===== src/rtl/pipeline_hazard_unit.sv =====
// pipeline_hazard_unit: operand forwarding, load-use/MD stall, branch/jump flush,
// multiply/divide occupancy tracking and saturating stall/flush event counters.
module pipeline_hazard_unit #(
    parameter int REG_AW     = 5,
    parameter int MD_LATENCY = 4,
    parameter int CNT_W      = 16
) (
    input  logic              clk,
    input  logic              reset,
    input  logic [REG_AW-1:0] id_rs,
    input  logic [REG_AW-1:0] id_rt,
    input  logic              id_uses_rs,
    input  logic              id_uses_rt,
    input  logic              id_is_md,
    input  logic              id_reads_hilo,
    input  logic              id_jump,
    input  logic [REG_AW-1:0] ex_rs,
    input  logic [REG_AW-1:0] ex_rt,
    input  logic [REG_AW-1:0] ex_rd,
    input  logic              ex_reg_write,
    input  logic              ex_mem_read,
    input  logic              ex_branch_taken,
    input  logic [REG_AW-1:0] mem_rd,
    input  logic [REG_AW-1:0] wb_rd,
    input  logic              mem_reg_write,
    input  logic              wb_reg_write,
    output logic [1:0]        forward_a,
    output logic [1:0]        forward_b,
    output logic              stall_pc,
    output logic              stall_if_id,
    output logic              bubble_id_ex,
    output logic              flush_if_id,
    output logic              md_busy,
    output logic [CNT_W-1:0]  stall_count,
    output logic [CNT_W-1:0]  flush_count
);
    logic             load_use, md_hazard, stall, md_accept;
    logic [3:0]       md_cnt_q, md_cnt_d;
    logic [CNT_W-1:0] stall_cnt_q, stall_cnt_d, flush_cnt_q, flush_cnt_d;
    logic             unused;

    // ex_reg_write carries no hazard meaning here: a load always writes ex_rd
    assign unused = ex_reg_write;

    always_comb begin
        forward_a = (mem_reg_write && mem_rd != '0 && mem_rd == ex_rs) ? 2'b10 :
                    (wb_reg_write && wb_rd != '0 && wb_rd == ex_rs)    ? 2'b01 : 2'b00;
        forward_b = (mem_reg_write && mem_rd != '0 && mem_rd == ex_rt) ? 2'b10 :
                    (wb_reg_write && wb_rd != '0 && wb_rd == ex_rt)    ? 2'b01 : 2'b00;
        load_use  = ex_mem_read && ex_rd != '0 &&
                    ((id_uses_rs && id_rs == ex_rd) || (id_uses_rt && id_rt == ex_rd));
        md_hazard = md_busy && (id_is_md || id_reads_hilo);
        stall     = !reset && (load_use || md_hazard) && !ex_branch_taken;
        // a taken branch overrides stalls; a jump only flushes when nothing else holds ID
        flush_if_id  = !reset && (ex_branch_taken || (id_jump && !stall));
        bubble_id_ex = !reset && (ex_branch_taken || stall);
        stall_pc     = stall;
        stall_if_id  = stall;
        md_accept    = !reset && id_is_md && !stall && !ex_branch_taken;
        md_cnt_d     = md_accept ? 4'(MD_LATENCY) : md_cnt_q - {3'b000, md_cnt_q != 4'd0};
        stall_cnt_d  = stall_cnt_q + {{(CNT_W-1){1'b0}}, stall && stall_cnt_q != '1};
        flush_cnt_d  = flush_cnt_q + {{(CNT_W-1){1'b0}}, flush_if_id && flush_cnt_q != '1};
    end

    always_ff @(posedge clk) begin
        if (reset) begin
            md_cnt_q    <= '0;
            stall_cnt_q <= '0;
            flush_cnt_q <= '0;
        end else begin
            md_cnt_q    <= md_cnt_d;
            stall_cnt_q <= stall_cnt_d;
            flush_cnt_q <= flush_cnt_d;
        end
    end

    assign md_busy     = md_cnt_q != 4'd0;
    assign stall_count = stall_cnt_q;
    assign flush_count = flush_cnt_q;
endmodule


===== config.mk =====
export PLATFORM = sky130hd
export DESIGN_NAME = pipeline_hazard_unit
export DESIGN_NICKNAME = d
export VERILOG_FILES = /design/src/rtl/pipeline_hazard_unit.sv
export SDC_FILE = /design/constraint.sdc
export NUM_CORES = 1
export LEC_CHECK = 0
export ABC_AREA = 0
export BUFFER_PORTS_ARGS = -buffer_cell sky130_fd_sc_hd__buf_2
export CAP_MARGIN = 0
export CORE_ASPECT_RATIO = 1.2
export CORE_MARGIN = 10
export CORE_UTILIZATION = 49
export CTS_BUF_LIST = sky130_fd_sc_hd__clkbuf_8
export CTS_CLUSTER_SIZE = 14
export DETAILED_ROUTE_END_ITERATION = 10
export MAX_ROUTING_LAYER = met4
export PLACE_DENSITY = 0.84
export SYNTH_ARGS = -nofsm -noshare
export SYNTH_HDL_FRONTEND = slang
export SYNTH_SLANG_ARGS = --single-unit
export TNS_END_PERCENT = 50

===== constraint.sdc =====
create_clock -name clk -period 2.8 [get_ports clk]
set_input_delay 0.28 -clock clk [delete_from_list [all_inputs] [get_ports clk]]
set_output_delay 0.28 -clock clk [all_outputs]
set_load 0.005 [all_outputs]

Word-level counts from Yosys, hierarchy flattened

Cells that the tools add are included.

Bits of input ports: 47
Flip-flop bits (word level): 36
Logic and storage cells: 54
Output and inout bits: 41

Mux-type cells: 5
Equal/unequal tests: 8
Add/sub/neg operators: 3
Reductions and logical operators: 34

Operators by type and width:

| kind                                           | number |
|---|---|
| 16-bit by 1-bit adder with 16-bit output       | 2 |
| 16-bit inequality test (second input constant) | 2 |
| 5-bit equality test                            | 6 |
| 1-bit logical AND                              | 21 |
| 5-bit nonzero test                             | 3 |
| 1-bit logical OR                               | 5 |
| 2-bit 2-to-1 mux                               | 2 |
| 4-bit nonzero test                             | 1 |
| 4-bit by 1-bit subtractor with 4-bit output    | 1 |
| 1-bit logical NOT                              | 3 |
| 3-bit 2-to-1 mux                               | 1 |
| 1-bit 2-to-1 mux                               | 2 |
| 2-bit OR reduction                             | 1 |

Longest topological paths before layout

Gate-level depths: netlist (run 1).

Depth after elaboration: 13
Gate-level depth with buffers: 12

Worst setup path after synthesis (run 1)

No wires, ideal clock.

Kind: input to register
Start: in ex_rd[1]
End: reg flush_cnt_q[14] (netlist: flush_count[14])
Data required time: 2.672 ns
Library setup time: 0.128 ns
Arrival: 2.271 ns
Setup slack: 0.402 ns
Stages: 10
Cells stage by stage: or4_1 -> o21ai_2 -> o221ai_1 -> a21oi_1 -> ha_1 -> ha_1 -> and3_1 -> nor3b_2 -> xnor2_1 -> nor2_1

Cells in the longest elaborated chain, start to end: 13
Elaborated cells between the ends (all ways): 17
Those cells by class: 1 x add/sub; 2 x eq/ne; 14 x reduce/logical

RTL lines:

| element                                    | line | text |
|---|---|---|
| start: declaration                         | 19   | `input logic [REG_AW-1:0] ex_rd,` |
| 5-bit equality test                        | 51   | `((id_uses_rs && id_rs == ex_rd) \|\| (id_uses_rt && id_rt == ex_rd));` |
| 1-bit logical AND                          | 51   |  |
| 1-bit logical OR                           | 51   |  |
| 1-bit logical AND *                        | 50   | `load_use = ex_mem_read && ex_rd != '0 &&` |
| 1-bit logical OR *                         | 53   | `stall = !reset && (load_use \|\| md_hazard) && !ex_branch_taken;` |
| 1-bit logical AND * (2 in a row)           | 53   |  |
| 1-bit logical NOT *                        | 55   | `flush_if_id = !reset && (ex_branch_taken \|\| (id_jump && !stall));` |
| 1-bit logical AND *                        | 55   |  |
| 1-bit logical OR *                         | 55   |  |
| 1-bit logical AND *                        | 55   |  |
| 1-bit logical AND *                        | 62   | `flush_cnt_d = flush_cnt_q + {{(CNT_W-1){1'b0}}, flush_if_id && flush_cnt_q != '1};` |
| 16-bit by 1-bit adder with 16-bit output * | 62   |  |
| end signal: assignment                     | 73   | `flush_cnt_q <= flush_cnt_d;` |
| end: declaration                           | 39   | `logic [CNT_W-1:0] stall_cnt_q, stall_cnt_d, flush_cnt_q, flush_cnt_d;` |

Every way passes the cells marked *; elsewhere a longest branch is shown, timed or not.
A chain may end at the register's enable or synchronous reset.

Final worst setup path (run 1)

Start: reg flush_cnt_q[7] (netlist: flush_count[7])
End: reg flush_cnt_q[14] (netlist: flush_count[14])

Cells in the longest elaborated chain, start to end: 3

RTL lines:

| element                                    | line |
|---|---|
| 16-bit inequality test                     | 62 |
| 1-bit logical AND                          | 62 |
| 16-bit by 1-bit adder with 16-bit output * | 62 |

Marks and branches as above.

==> results of run 1 <==
path summary, 6_finish.rpt:
kind | from | endpoint | slack [ns]
worst max register to register | flush_count[7]$_SDFF_PP0_ | flush_count[14]$_SDFF_PP0_ | 0.32
worst max-delay path | flush_count[7]$_SDFF_PP0_ | flush_count[14]$_SDFF_PP0_ | 0.32
worst min register to register | flush_count[5]$_SDFF_PP0_ | flush_count[5]$_SDFF_PP0_ | 0.53
worst min-delay path | id_is_md | md_cnt_q[2]$_SDFF_PP0_ | 0.31
state kept, by name, indices dropped and copies added (netlist names):
signal       cells
md_cnt_q         4
flush_count     16
stall_count     16
placed cells by master (no fill, tap or decap), types with 6 or more instances in the layout:
master	n
nand3_1	14
buf_2	86
dfxtp_1	36
xor2_1	40
nand2_1	13
xnor2_1	18
inv_1	6
nor2_1	28
and3_1	6
ha_1	6
worst reg2reg max path: cells and delay by family (launching register included):
kind / cells / cell delay (ns)
AND/OR/NAND/NOR: 6 / 1.27
adder cells (fa/ha/maj): 2 / 0.43
flip-flops: 1 / 0.42
XOR/XNOR: 1 / 0.13
AO/OA/AOI/OAI: 1 / 0.10
kinds of logic (layout without fill, tap and decap cells):
kind of cell	after synthesis	count (layout)	synth area share, %
AND/OR/NAND/NOR	102	102	28.8
AO/OA/AOI/OAI	14	14	4.74
flip-flops	36	36	35.5
adder cells (fa/ha/maj)	6	6	3.70
buffers and inverters	11	103	2.28
XOR/XNOR	58	58	25.0
final cells by class:
cell class | count | area, um^2
sequential | 36 | 721
timing repair buffer | 90 | 460
multi-input combinational | 180 | 1260
clock buffer | 5 | 68.8
tap | 54 | 67.6
inverter | 5 | 18.8
fill | 334 | 1330
clock inverter | 3 | 38.8
routing by layer:
metal	vias to the layer above	track usage, %
li1	961	-
met1	879	16.4
met2	74	24.9
met3	5	7.77
met4	0	4.49
met5	-	-
through the flow:
stage	hold slack, ns	worst slack, ns	utilization (%)
floorplan	0.460	0.402	-
global placement	0.497	0.125	63.7
detailed placement	0.518	0.0731	63.7
CTS	0.312	0.313	66.4
global route	0.324	0.103	66.4
finish	0.315	0.319	66.4
power breakdown:
part / internal [mW] / switching, mW
registers: 0.543 / 0.0247
clock network: 0.260 / 0.183
logic: 0.175 / 0.165
total: 0.979 / 0.373
==> results.toml, run 1 <==
[final_layout]
instances_no_fill = 373
syn2layout_area_growth_pct = 29.9
fin_nets = 371
fin_area_mm2 = 0.00264
drive_above_1_share_pct = 33.9
antenna_cells = 0

[timing]
setup_viol = 0
rsz0062_at_grt = "no"
setup_tns_ns = 0
worst_pin_slew_ns = 0.455
clock_skew_ns = 0.00301
fin_crit_ns = 2.48
timing.slew.headroom_pct = 69.4
fmax_mhz = 403
maxSlewViolCount = 0
hold_violations = 0
fin_crit_sh_pct = 88.6

[synthesis]
ys_top_cells_by_area = "dfxtp_1 (35%), xor2_1 (17%), xnor2_1 (7.8%), nor2_1 (5.2%), ha_1 (3.7%)"
ys_types = 35
syn_avg_cell_area_um2 = 8.95
synth_common_cells = "xor2_1 (40), dfxtp_1 (36), nor2_1 (28)"
async_flop_share_pct = 0
synthCells = 227
synth.most_common_cell = "xor2_1"
ys_ff_latch = 36
synth-main-ff-cell = "dfxtp_1"
synth_seq_area_share_pct = 35.5
netlist_area_mm2 = 0.00203
ys_warn_count = 0
netlist.area_leader.share_pct = 35.5
synthesis.nets = 280
synth_area_leader_cell = "dfxtp_1"
synth-edff-count = 0

[placed_design]
dp_cells = 365
gp_congestion = 0.849
dpl.hpwl_mm = 4.45
placed_area_mm2 = 0.00253
port-buffer-count = 86

[routing]
drc = 0
routed_via_density = 5.14
drt-wirelength-per-cell_um = 15.0
routed_wl_mm = 5.61
top_layer_used = "met4"
dr_wl_met3_um = 608
first_pass_iters = 4
routedLengthMet1_mm = 2.34
drtIter0Drc = 56
wl_met2_mm = 2.61
vias = 1919
ant_nets = 0

[clock_network]
clock_latency_ns = 0.29
tritoncts = "done"
cts_buffers = 5
hold_buffers = 0
cts.repair.resized = 0
htree_num_levels = 2
clk_pin_slew_worst_paths_ns = 0.07
post_cts_buffers = 0
cts_root_buffer = "clkbuf_8"
numClockSinks = 36
clk_path_buf_depth = 2

[global_routing]
grt_pass1_vias = 1973
grt_max_degree = 29
grt_usage_pct = 15.5
antenna_found_initial = 0
grt-ovfl-total = 0
grt_pass1_wl_mm = 8.87

[critical_path]
cp_num_buf_inv = 0
rr_worst_depth = 10
path_cells = "and4_1 > nand3_1 > nor4_1 > a21oi_1 > ha_1 > ha_1 > and3_1 > nor3b_2 > xnor2_1 > nor2_1"
crit_path_max_incr_delay_ns = 0.42
critPathLaunchType = "register"
cpMaxStageDelayCell = "dfxtp_1"
cp-end-kind = "register"
critPathKind = "register to register"
cp.arrival_ns = 2.65
crit_cells = 10
cp_max_fo = 6
cp.required_ns = 2.97
cp_top_family = "simple AND/OR/NAND/NOR gates"
crit_top_cell = "ha_1"

[pwr]
p_per_area_mw_per_mm2 = 512
p_leak_nw = 1.22
p_total_mw = 1.35
peakVddDrop_mv = 0.469

[die]
num_rows = 25
die_h_um = 90.5
dieWidth_um = 78.8
start_util_pct = 51.1
coreArea_mm2 = 0.00397
io_pins = 88
die_area_mm2 = 0.00713

[job]
drv_cap = 0

[outcome]
status = "completed"

[min_path]
holdPathStages = 3
hp-class = "input pin to register"
(Power assumes the default switching activity.)
==> run 2: changes to the inputs <==
--- a/config.mk
+++ b/config.mk
@@ -11,7 +11,7 @@
 export CORE_ASPECT_RATIO = 1.2
 export CORE_MARGIN = 10
 export CORE_UTILIZATION = 49
-export CTS_BUF_LIST = sky130_fd_sc_hd__clkbuf_8
+export CTS_BUF_LIST = sky130_fd_sc_hd__clkbuf_4
 export CTS_CLUSTER_SIZE = 14
 export DETAILED_ROUTE_END_ITERATION = 10
 export MAX_ROUTING_LAYER = met4
==> constraint.sdc (replaced) <==
create_clock -name clk -period 2.4 [get_ports clk]
set_input_delay 0.24 -clock clk [delete_from_list [all_inputs] [get_ports clk]]
set_output_delay 0.24 -clock clk [all_outputs]
set_load 0.01 [all_outputs]
==> run 2 against run 1 <==
  * Power is 15% higher
  * Critical endpoint is now stall_count[10]$_SDFF_PP0_
  * Die area unchanged
  * Non-clock buffer count is 16 higher
  * Cell count grew 4.3%
  * Utilization up 3.4 points
  * First-iteration DRC count grew 14%
  * Combinational power grew 33%
  * Largest cell class unchanged
  * Register-to-register slack got worse by 0.18 ns
  * Highest routed layer unchanged
  * Via count grew 3.4%
  * Global-route usage is 1.4 points higher
  * Sequential power is 18% higher
  * Critical path type is now input pin to register
==> results.toml, run 2 (synthesis gave the netlist of run 1 again) <==
[outcome]
status = "completed"

[timing]
fin_hold_ws_ns = 0.212
maxSlewViolCount = 0
setup_viol = 0
setup_slack_ns = 0.120
timing.slew.headroom_pct = 69.7
fin_crit_sh_pct = 95.0
fmax_mhz = 439
hold_violations = 0
fin_crit_ns = 2.28
worst_pin_slew_ns = 0.450
clock_skew_ns = 0.00389

[global_routing]
grt_pass1_vias = 2109
grt_max_degree = 18
antenna_found_initial = 0
grt-ovfl-total = 0
grt_usage_pct = 16.9
grt_pass1_wl_mm = 9.79

[critical_path]
critPathKind = "input pin to register"
cp_max_fo = 4
cp-end-kind = "register"
rr_worst_depth = 11
critPathLaunchType = "input pin"
cp.arrival_ns = 2.52
cp.required_ns = 2.64

[final_layout]
final_util_pct = 69.8
fillCellCount = 336
layout.area.seq_um2 = 724
final_cell_mix = "buf_2 (86), xor2_1 (40), dfxtp_1 (33)"
fin_nets = 387
syn2layout_area_growth_pct = 36.5
final_common_cell = "buf_2"
drive_above_1_share_pct = 40.3
antenna_cells = 0
multi_input_area_mm2 = 0.00130

[clock_network]
clk_path_buf_depth = 2
hold_buffers = 0
htree_num_levels = 2
clock_latency_ns = 0.33
cts_buffers = 5
tritoncts = "done"
cts_root_buffer = "clkbuf_4"
numClockSinks = 36
clk_pin_slew_worst_paths_ns = 0.11

[placed_design]
port-buffer-count = 86
gp_congestion = 0.873
dp_slack_ns = -0.264
dpl.hpwl_mm = 4.93

[routing]
dr_wl_met3_um = 561
drc = 0
routedLengthMet1_mm = 2.42
top_layer_used = "met4"
ant_nets = 0
wl_met2_mm = 2.90
routed_wl_mm = 5.94
first_pass_iters = 4
drt-wirelength-per-cell_um = 15.3
drtIter0Drc = 64
routed_via_density = 5.10
vias = 1985

[die]
io_pins = 88
die_h_um = 90.5
die_area_mm2 = 0.00713
dieWidth_um = 78.8
num_rows = 25
start_util_pct = 51.1
coreArea_mm2 = 0.00397

[pwr]
peakVddDrop_mv = 0.352
p_per_area_mw_per_mm2 = 562
p_leak_nw = 1.30

[min_path]
hp-class = "input pin to register"
holdPathStages = 2

[job]
drv_cap = 0
==> run 2: changes by cell type in the layout (fill, tap and decap cells not counted), sizes merged <==
cell    previous run  this run
buf               90       106
clkbuf             5         6
inv                6         5
==> run 2: through the flow <==
stage | cells | setup TNS [ns] | instance area [um^2] | total power, mW
3_5_place_dp | 380 | -2.64 | 2640 | 1.12
4_1_cts | 388 | 0 | 2730 | 1.55
3_3_place_gp | 380 | -1.41 | 2640 | 1.09
5_1_grt | 389 | -0.00842 | 2770 | 1.65
2_1_floorplan | 227 | 0 | 2030 | 0.931
6_report | 389 | 0 | 2770 | 1.56
==> run 2: metal layers <==
layer | GRT usage [%] | vias up
met2 | 29.3 | 81
met1 | 18.2 | 905
met5 | - | -
li1 | - | 993
met4 | 4.04 | 0
met3 | 5.28 | 6
==> run 2: power by group <==
group | switching [mW] | total [mW] | internal [mW]
clock network | 0.202 | 0.432 | 0.230
registers | 0.0388 | 0.673 | 0.634
logic | 0.217 | 0.453 | 0.237
total | 0.458 | 1.56 | 1.10
==> run 2: final timing paths <==
kind / startpoint / to / slack [ns]
hold / removal: reset / flush_count[3]$_SDFF_PP0_ / 0.21
setup / recovery: ex_rd[2] / stall_count[10]$_SDFF_PP0_ / 0.12
hold reg to reg: stall_count[10]$_SDFF_PP0_ / stall_count[10]$_SDFF_PP0_ / 0.52
setup reg to reg: stall_count[10]$_SDFF_PP0_ / stall_count[9]$_SDFF_PP0_ / 0.14
==> run 2: layout make-up <==
class                           count  share of cell area, %
Multi-Input combinational cell    180                   46.9
Tap cell                           54                   2.44
Timing Repair Buffer              106                   20.9
Inverter                            5                  0.677
Clock buffer                        6                   1.62
Clock inverter                      2                   1.26
Sequential cell                    36                   26.1
==> run 2: what timing repair did <==
| item | 4_1_cts | 5_1_grt |
|---|---|---|
| pin swaps | 0 | 2 |
| setup endpoints to repair | 4 | 17 |
| resized for setup | 1 | 11 |
| buffers inserted | 0 | 1 |
| gates cloned | 0 | 0 |
==> run 2: critical path, cell delays in order <==
cell and delay, ns:
buf_2 0.12, xor2_1 0.16, nor4_1 0.35, a32oi_2 0.12, o22a_2 0.25, nor4_2 0.24, ha_1 0.21, ha_1 0.19
and4_2 0.28, nand4_1 0.15, xor2_1 0.15, nor2_1 0.05
